<file path="src/rtl/pipe_hazard_ctrl.sv">
// Pipeline hazard controller: load-use stalls, branch flushes and
// MEM-stage wait handling with timeout into a sticky error state.
module pipe_hazard_ctrl #(
  parameter int unsigned REG_ADDR_W  = 4,
  parameter int unsigned MEM_TIMEOUT = 16,
  parameter int unsigned CNT_W       = 16
) (
  input  logic                  clk,
  input  logic                  rst,
  input  logic [REG_ADDR_W-1:0] id_src1,
  input  logic [REG_ADDR_W-1:0] id_src2,
  input  logic                  id_uses_src2,
  input  logic                  id_ex_mem_read,
  input  logic                  id_ex_wb_en,
  input  logic [REG_ADDR_W-1:0] id_ex_dest,
  input  logic                  branch_taken,
  input  logic                  mem_req,
  input  logic                  mem_ready,
  output logic                  pc_freeze,
  output logic                  if_id_freeze,
  output logic                  id_ex_freeze,
  output logic                  ex_mem_freeze,
  output logic                  if_id_flush,
  output logic                  id_ex_flush,
  output logic                  mem_wb_flush,
  output logic [1:0]            state,
  output logic                  mem_err,
  output logic [CNT_W-1:0]      stall_count,
  output logic [CNT_W-1:0]      flush_count
);

  localparam int unsigned WAIT_W = $clog2(MEM_TIMEOUT + 1);

  typedef enum logic [1:0] {
    RUN      = 2'd0,
    MEM_WAIT = 2'd1,
    MEM_ERR  = 2'd2
  } state_t;

  state_t            st_q;
  logic [WAIT_W-1:0] wait_cnt;
  logic              load_use;
  logic              mem_block;
  logic              any_freeze;
  logic              br_flush;

  // Hazard detection; register 0 is treated like any other register.
  assign load_use = id_ex_mem_read & id_ex_wb_en &
                    ((id_ex_dest == id_src1) |
                     (id_uses_src2 & (id_ex_dest == id_src2)));
  // A dropped mem_req counts as completion, so it never blocks.
  assign mem_block = mem_req & ~mem_ready;

  assign state      = st_q;
  assign any_freeze = pc_freeze | if_id_freeze | id_ex_freeze | ex_mem_freeze;

  // Zero-latency freeze/flush decode from current state and inputs.
  always_comb begin
    pc_freeze     = 1'b0;
    if_id_freeze  = 1'b0;
    id_ex_freeze  = 1'b0;
    ex_mem_freeze = 1'b0;
    if_id_flush   = 1'b0;
    id_ex_flush   = 1'b0;
    mem_wb_flush  = 1'b0;
    br_flush      = 1'b0;
    if (!rst) begin
      if_id_flush  = 1'b1;
      id_ex_flush  = 1'b1;
      mem_wb_flush = 1'b1;
    end else begin
      case (st_q)
        RUN, MEM_WAIT: begin
          if (mem_block) begin
            pc_freeze     = 1'b1;
            if_id_freeze  = 1'b1;
            id_ex_freeze  = 1'b1;
            ex_mem_freeze = 1'b1;
            mem_wb_flush  = 1'b1;
          end else if (branch_taken) begin
            if_id_flush = 1'b1;
            id_ex_flush = 1'b1;
            br_flush    = 1'b1;
          end else if (load_use) begin
            pc_freeze    = 1'b1;
            if_id_freeze = 1'b1;
            id_ex_flush  = 1'b1;
          end
        end
        MEM_ERR: begin
          pc_freeze     = 1'b1;
          if_id_freeze  = 1'b1;
          id_ex_freeze  = 1'b1;
          ex_mem_freeze = 1'b1;
        end
        default: begin
        end
      endcase
    end
  end

  // State machine and memory-wait timer; MEM_ERR is left only via reset.
  always_ff @(posedge clk) begin
    if (!rst) begin
      st_q     <= RUN;
      wait_cnt <= '0;
      mem_err  <= 1'b0;
    end else begin
      case (st_q)
        RUN: begin
          if (mem_block) begin
            st_q     <= MEM_WAIT;
            wait_cnt <= WAIT_W'(1);
          end
        end
        MEM_WAIT: begin
          if (!mem_block) begin
            st_q     <= RUN;
            wait_cnt <= '0;
          end else if (wait_cnt == WAIT_W'(MEM_TIMEOUT)) begin
            st_q    <= MEM_ERR;
            mem_err <= 1'b1;
          end else begin
            wait_cnt <= wait_cnt + WAIT_W'(1);
          end
        end
        MEM_ERR: st_q <= MEM_ERR;
        default: begin
          st_q     <= RUN;
          wait_cnt <= '0;
        end
      endcase
    end
  end

  // Saturating performance counters.
  always_ff @(posedge clk) begin
    if (!rst) begin
      stall_count <= '0;
      flush_count <= '0;
    end else begin
      if (any_freeze && (stall_count != '1)) begin
        stall_count <= stall_count + CNT_W'(1);
      end
      if (br_flush && (flush_count != '1)) begin
        flush_count <= flush_count + CNT_W'(1);
      end
    end
  end

endmodule

</file>
<file path="config.mk">
export PLATFORM = sky130hd
export DESIGN_NAME = pipe_hazard_ctrl
export DESIGN_NICKNAME = d
export VERILOG_FILES = /design/src/rtl/pipe_hazard_ctrl.sv
export SDC_FILE = /design/constraint.sdc
export NUM_CORES = 1
export LEC_CHECK = 0
export BUFFER_PORTS_ARGS = -buffer_cell sky130_fd_sc_hd__buf_2
export CORE_MARGIN = 2
export CORE_UTILIZATION = 35
export CTS_BUF_LIST = sky130_fd_sc_hd__clkbuf_16
export CTS_CLUSTER_SIZE = 14
export DETAILED_ROUTE_END_ITERATION = 8
export PLACE_DENSITY = 0.65
export SYNTH_ARGS = -nofsm -noshare
export SYNTH_HDL_FRONTEND = slang
export SYNTH_SLANG_ARGS = --single-unit
</file>
<file path="constraint.sdc">
create_clock -name clk -period 2.64 [get_ports clk]
set_input_delay 0.66 -clock clk [delete_from_list [all_inputs] [get_ports clk]]
set_output_delay 0.66 -clock clk [all_outputs]
set_load 0.01 [all_outputs]
</file>
==> metrics.md <==
| Metric | Value |
|---|---|
| Worst Clk Skew | around 0.0023 ns |
| Crit path required time | between 1.5 and 2 ns |
| Syn avg cell area | around 8.4 um^2 |
| Drt total wl | 5140 um |
| Dpl hpwl | roughly 3800 um |
| Detailed-route wire length per cell | 13.1 um |
| Initial drt markers | around 130 |
| Yosys warnings | 0 |
| Worst-path fanout max | 3 |
| Worst R2R Path Depth | 5 |
| Placer Congestion | between 0.7 and 0.8 |
| Slowest-stage cell, CP | o41ai_4 |
| CTS Root Cell | clkbuf_16 |
| Leak | 0.00111 uW |
| First-pass GRT wire length | ~8400 um |
| Hold Vio Cnt, Final | 0 |
| Async SR Flop Fraction | 0 |
| Data arrival, critical path | between 1.5 and 2 ns |
| Routed vias/inst | approximately 5.2 |
| Switching share of power | 0.231 |
| Pin count of the biggest net entering global routing | 29 |
| Hold WS | between 0.4 and 0.5 ns |
| Hold Crit Class | reg2reg |
| Worst slew margin | 0.562 |
| Setup TNS | 0 ns |
| Synth Instances | approximately 260 |
| CTS tree | yes |
| Tmin final | about 2.5 ns |
| Overall fraction of global-route tracks in use | 0.157 |
| Launch point of the worst hold path | mem_err |
| Post-CTS Setup Inserts | 0 |
| Die area | approximately 7000 um^2 |
| Antenna violations before repair | 0 |
| Crit start category | primary input |
| Post-CTS sizing | 0 |
| FMAX | between 0.4 and 0.5 GHz |
| Cell Chain, Critical Path | buf_2 > nor2b_1 > o41ai_4 > buf_4 > a31o_2 > buf_2 |
| WHS Endpoint | mem_err |
| Period utilization | 0.944 |
| DRC | 0 |
| Placed insts | around 390 |
| Post-synthesis sequential area ratio | 0.371 |
| Comb pwr share | 0.085 |
| Initial Util | 0.363 |
| R2R Setup Slk | ~0.6 ns |
| CP Capture Type | primary output |
| Peak supply drop | approximately 0.35 mV |
| Clock latency on the worst-skew pair | approximately 0.27 ns |
| CP bufs+invs | 3 |
| R2r endpoint | stall_count[11] |
| Status | finished, final reports clean |
| CTS Buf Count | 5 |
| First-pass DRT Iterations | 4 |
| Core area | 5960 um^2 |
| Clock buffer depth | 2 |
| Synthesized flop and latch total | 40 |
| Std-Cell Rows | 28 |
| # clock sinks | 40 |
| Nets | about 340 |
| WHS Path Cells | 2 |
| Slew Viols, Final | 0 |
| Pwr dens | between 400 and 500 nW/um^2 |
| Sequential share of power | 0.478 |
| Io pins | 62 |
| Least-Margin Pin Slew | between 0.6 and 0.7 ns |
| Crit path largest cell delay | ~0.44 ns |
| CP Class | in2out |
| Post-CTS Hold Buffers | 0 |
| EDFF count, synth | 0 |
| Reg2Reg Launch Point | stall_count[0] |
| Total number of H-tree levels | 2 |
| DR vias | 2043 |
| Die width | ~83 um |
| Grt ovf | 0 |
| Layout cells sized above 1 | 0.263 |
| Top cell by count, worst path | buf_2 |
| Worst path top cell family by delay | compound AO/OA/AOI/OAI gates |
| Setup violators final | 0 |
| Chip Height | about 83 um |
| Buffers on Ports | between 60 and 70 |
| Switching power | between 200 and 300 uW |
| Max-cap violations | 0 |
| RSZ-0062 raised after global routing | false |
| ANT nets after route | 0 |
| Vias in the first global route | around 1.8k |
| Synthesized net count | 280 |
| Clock-pin slew on the worst setup and hold paths | about 0.06 ns |
| Netlist cell types | 40 |
| Synth Flop Type | dfxtp_1 |
| Clk pwr share | 0.437 |
| N_diodes | 0 |
| Cell Count, Final, Fillers Out | 394 |
| Post-Syn Area | ~2200 um^2 |
| Internal Power | between 900 and 1000 uW |
| P&R area growth vs syn | 24.3% |
-- registers in the layout, summed over array words and instances, names as in the netlist --
signal and cells:
wait_cnt 5, flush_count 16, mem_err 1, stall_count 16
state 2
-- area by class of cell --
| cell class | count | area, um^2 |
|---|---|---|
| clock buffers | 5 | 125 |
| clock inverters | 3 | 11.3 |
| fillers | 602 | 3270 |
| inverters | 9 | 33.8 |
| multi-input cells | 195 | 1270 |
| flip-flops and latches | 40 | 801 |
| well taps | 75 | 93.8 |
| repair buffers | 67 | 350 |
-- stage by stage --
stage | setup WS, ns | util | power, uW | area [um^2]
2_1_floorplan | 0.0287 | - | 699 | 2160
3_3_place_gp | 0.0536 | 0.428 | 743 | 2550
3_5_place_dp | -0.00394 | 0.428 | 745 | 2550
4_1_cts | 0.0130 | 0.451 | 1310 | 2690
5_1_grt | 0.0884 | 0.451 | 1350 | 2690
6_report | 0.149 | 0.451 | 1300 | 2690
-- placed cells by master, fill, tap and decap left out, types with 2 or more instances in the layout --
cell and instances:
xor2_1 9, xnor2_1 10, inv_1 10, and3_1 9
or3_1 5, o211ai_1 3, mux2i_1 7, o31ai_1 6
clkbuf_16 5, nor4_2 4, nor3_1 3, a31o_2 2
o41ai_1 2, o21ai_0 9, a21oi_1 15, nor2b_1 3
ha_1 4, nor2_1 27, nand4_1 13, nand3_1 10
nand2b_1 6, and4_1 4, or4_1 4, buf_2 61
buf_4 6, nand2_1 28, dfxtp_1 40
-- power by group through the flow --
stage	Sequential (uW)	Combinational (uW)	Clock, uW
after detailed placement	633	112	0
final	620	110	566
after CTS	620	112	576
after global placement	633	110	0
after global routing	621	124	602
after floorplan	633	65.5	0
-- tightest hold or removal path, cell delays in order (launching register included) --
cell     delay [ns]
dfxtp_1        0.32
nor2_1         0.04
nor2_1         0.07
-- cell usage after synthesis (2+ instances only) --
master,number,area [um^2]
nand2_1,28,105
xor2_1,9,78.8
clkbuf_1,6,22.5
buf_4,3,22.5
or4_1,4,30.0
and3_1,9,56.3
or3_1,5,31.3
buf_1,2,7.51
nor2_1,28,105
o21ai_0,9,45.0
dfxtp_1,40,801
and4_1,4,35.0
o211ai_1,3,22.5
nand3_1,10,50.1
ha_1,4,50.1
nor2b_1,3,18.8
a21oi_1,15,75.1
o31ai_1,6,45.0
inv_1,8,30.0
nor4_2,4,50.1
nor3_1,3,15.0
o41ai_1,2,17.5
mux2i_1,7,70.1
nand4_1,13,81.3
xnor2_1,10,87.6
nand2b_1,6,37.5
a31o_2,2,17.5
-- worst max-delay path by stage --
stage	cells after the start	to	startpoint
2_1_floorplan	7	pc_freeze	id_ex_dest[0]
3_3_place_gp	7	id_ex_flush	id_ex_dest[0]
3_5_place_dp	8	stall_count[13]	id_ex_dest[0]
4_1_cts	7	id_ex_flush	id_ex_dest[0]
5_1_grt	7	id_ex_flush	id_ex_dest[0]
6_report	6	id_ex_flush	id_ex_dest[2]
-- cells by family after synthesis --
kind of cell | count (synthesis) | share of synthesized area
DFF | 40 | 0.371
muxes | 7 | 0.0324
xor gates and xnor gates | 19 | 0.0771
AOI/OAI and AO/OA | 44 | 0.149
and+or+nand+nor | 121 | 0.305
adders and majority gates | 4 | 0.0232
buffers and inverters | 21 | 0.0423
-- per-layer routing --
layer,GRT usage,up-vias,part of all wire
met2,0.260,45,0.48
met1,0.202,943,0.45
met4,0.0426,0,0.0078
met5,0,-,0
li1,-,1051,-
met3,0.0413,4,0.054
Note: power is estimated with default switching activity, not from simulation.
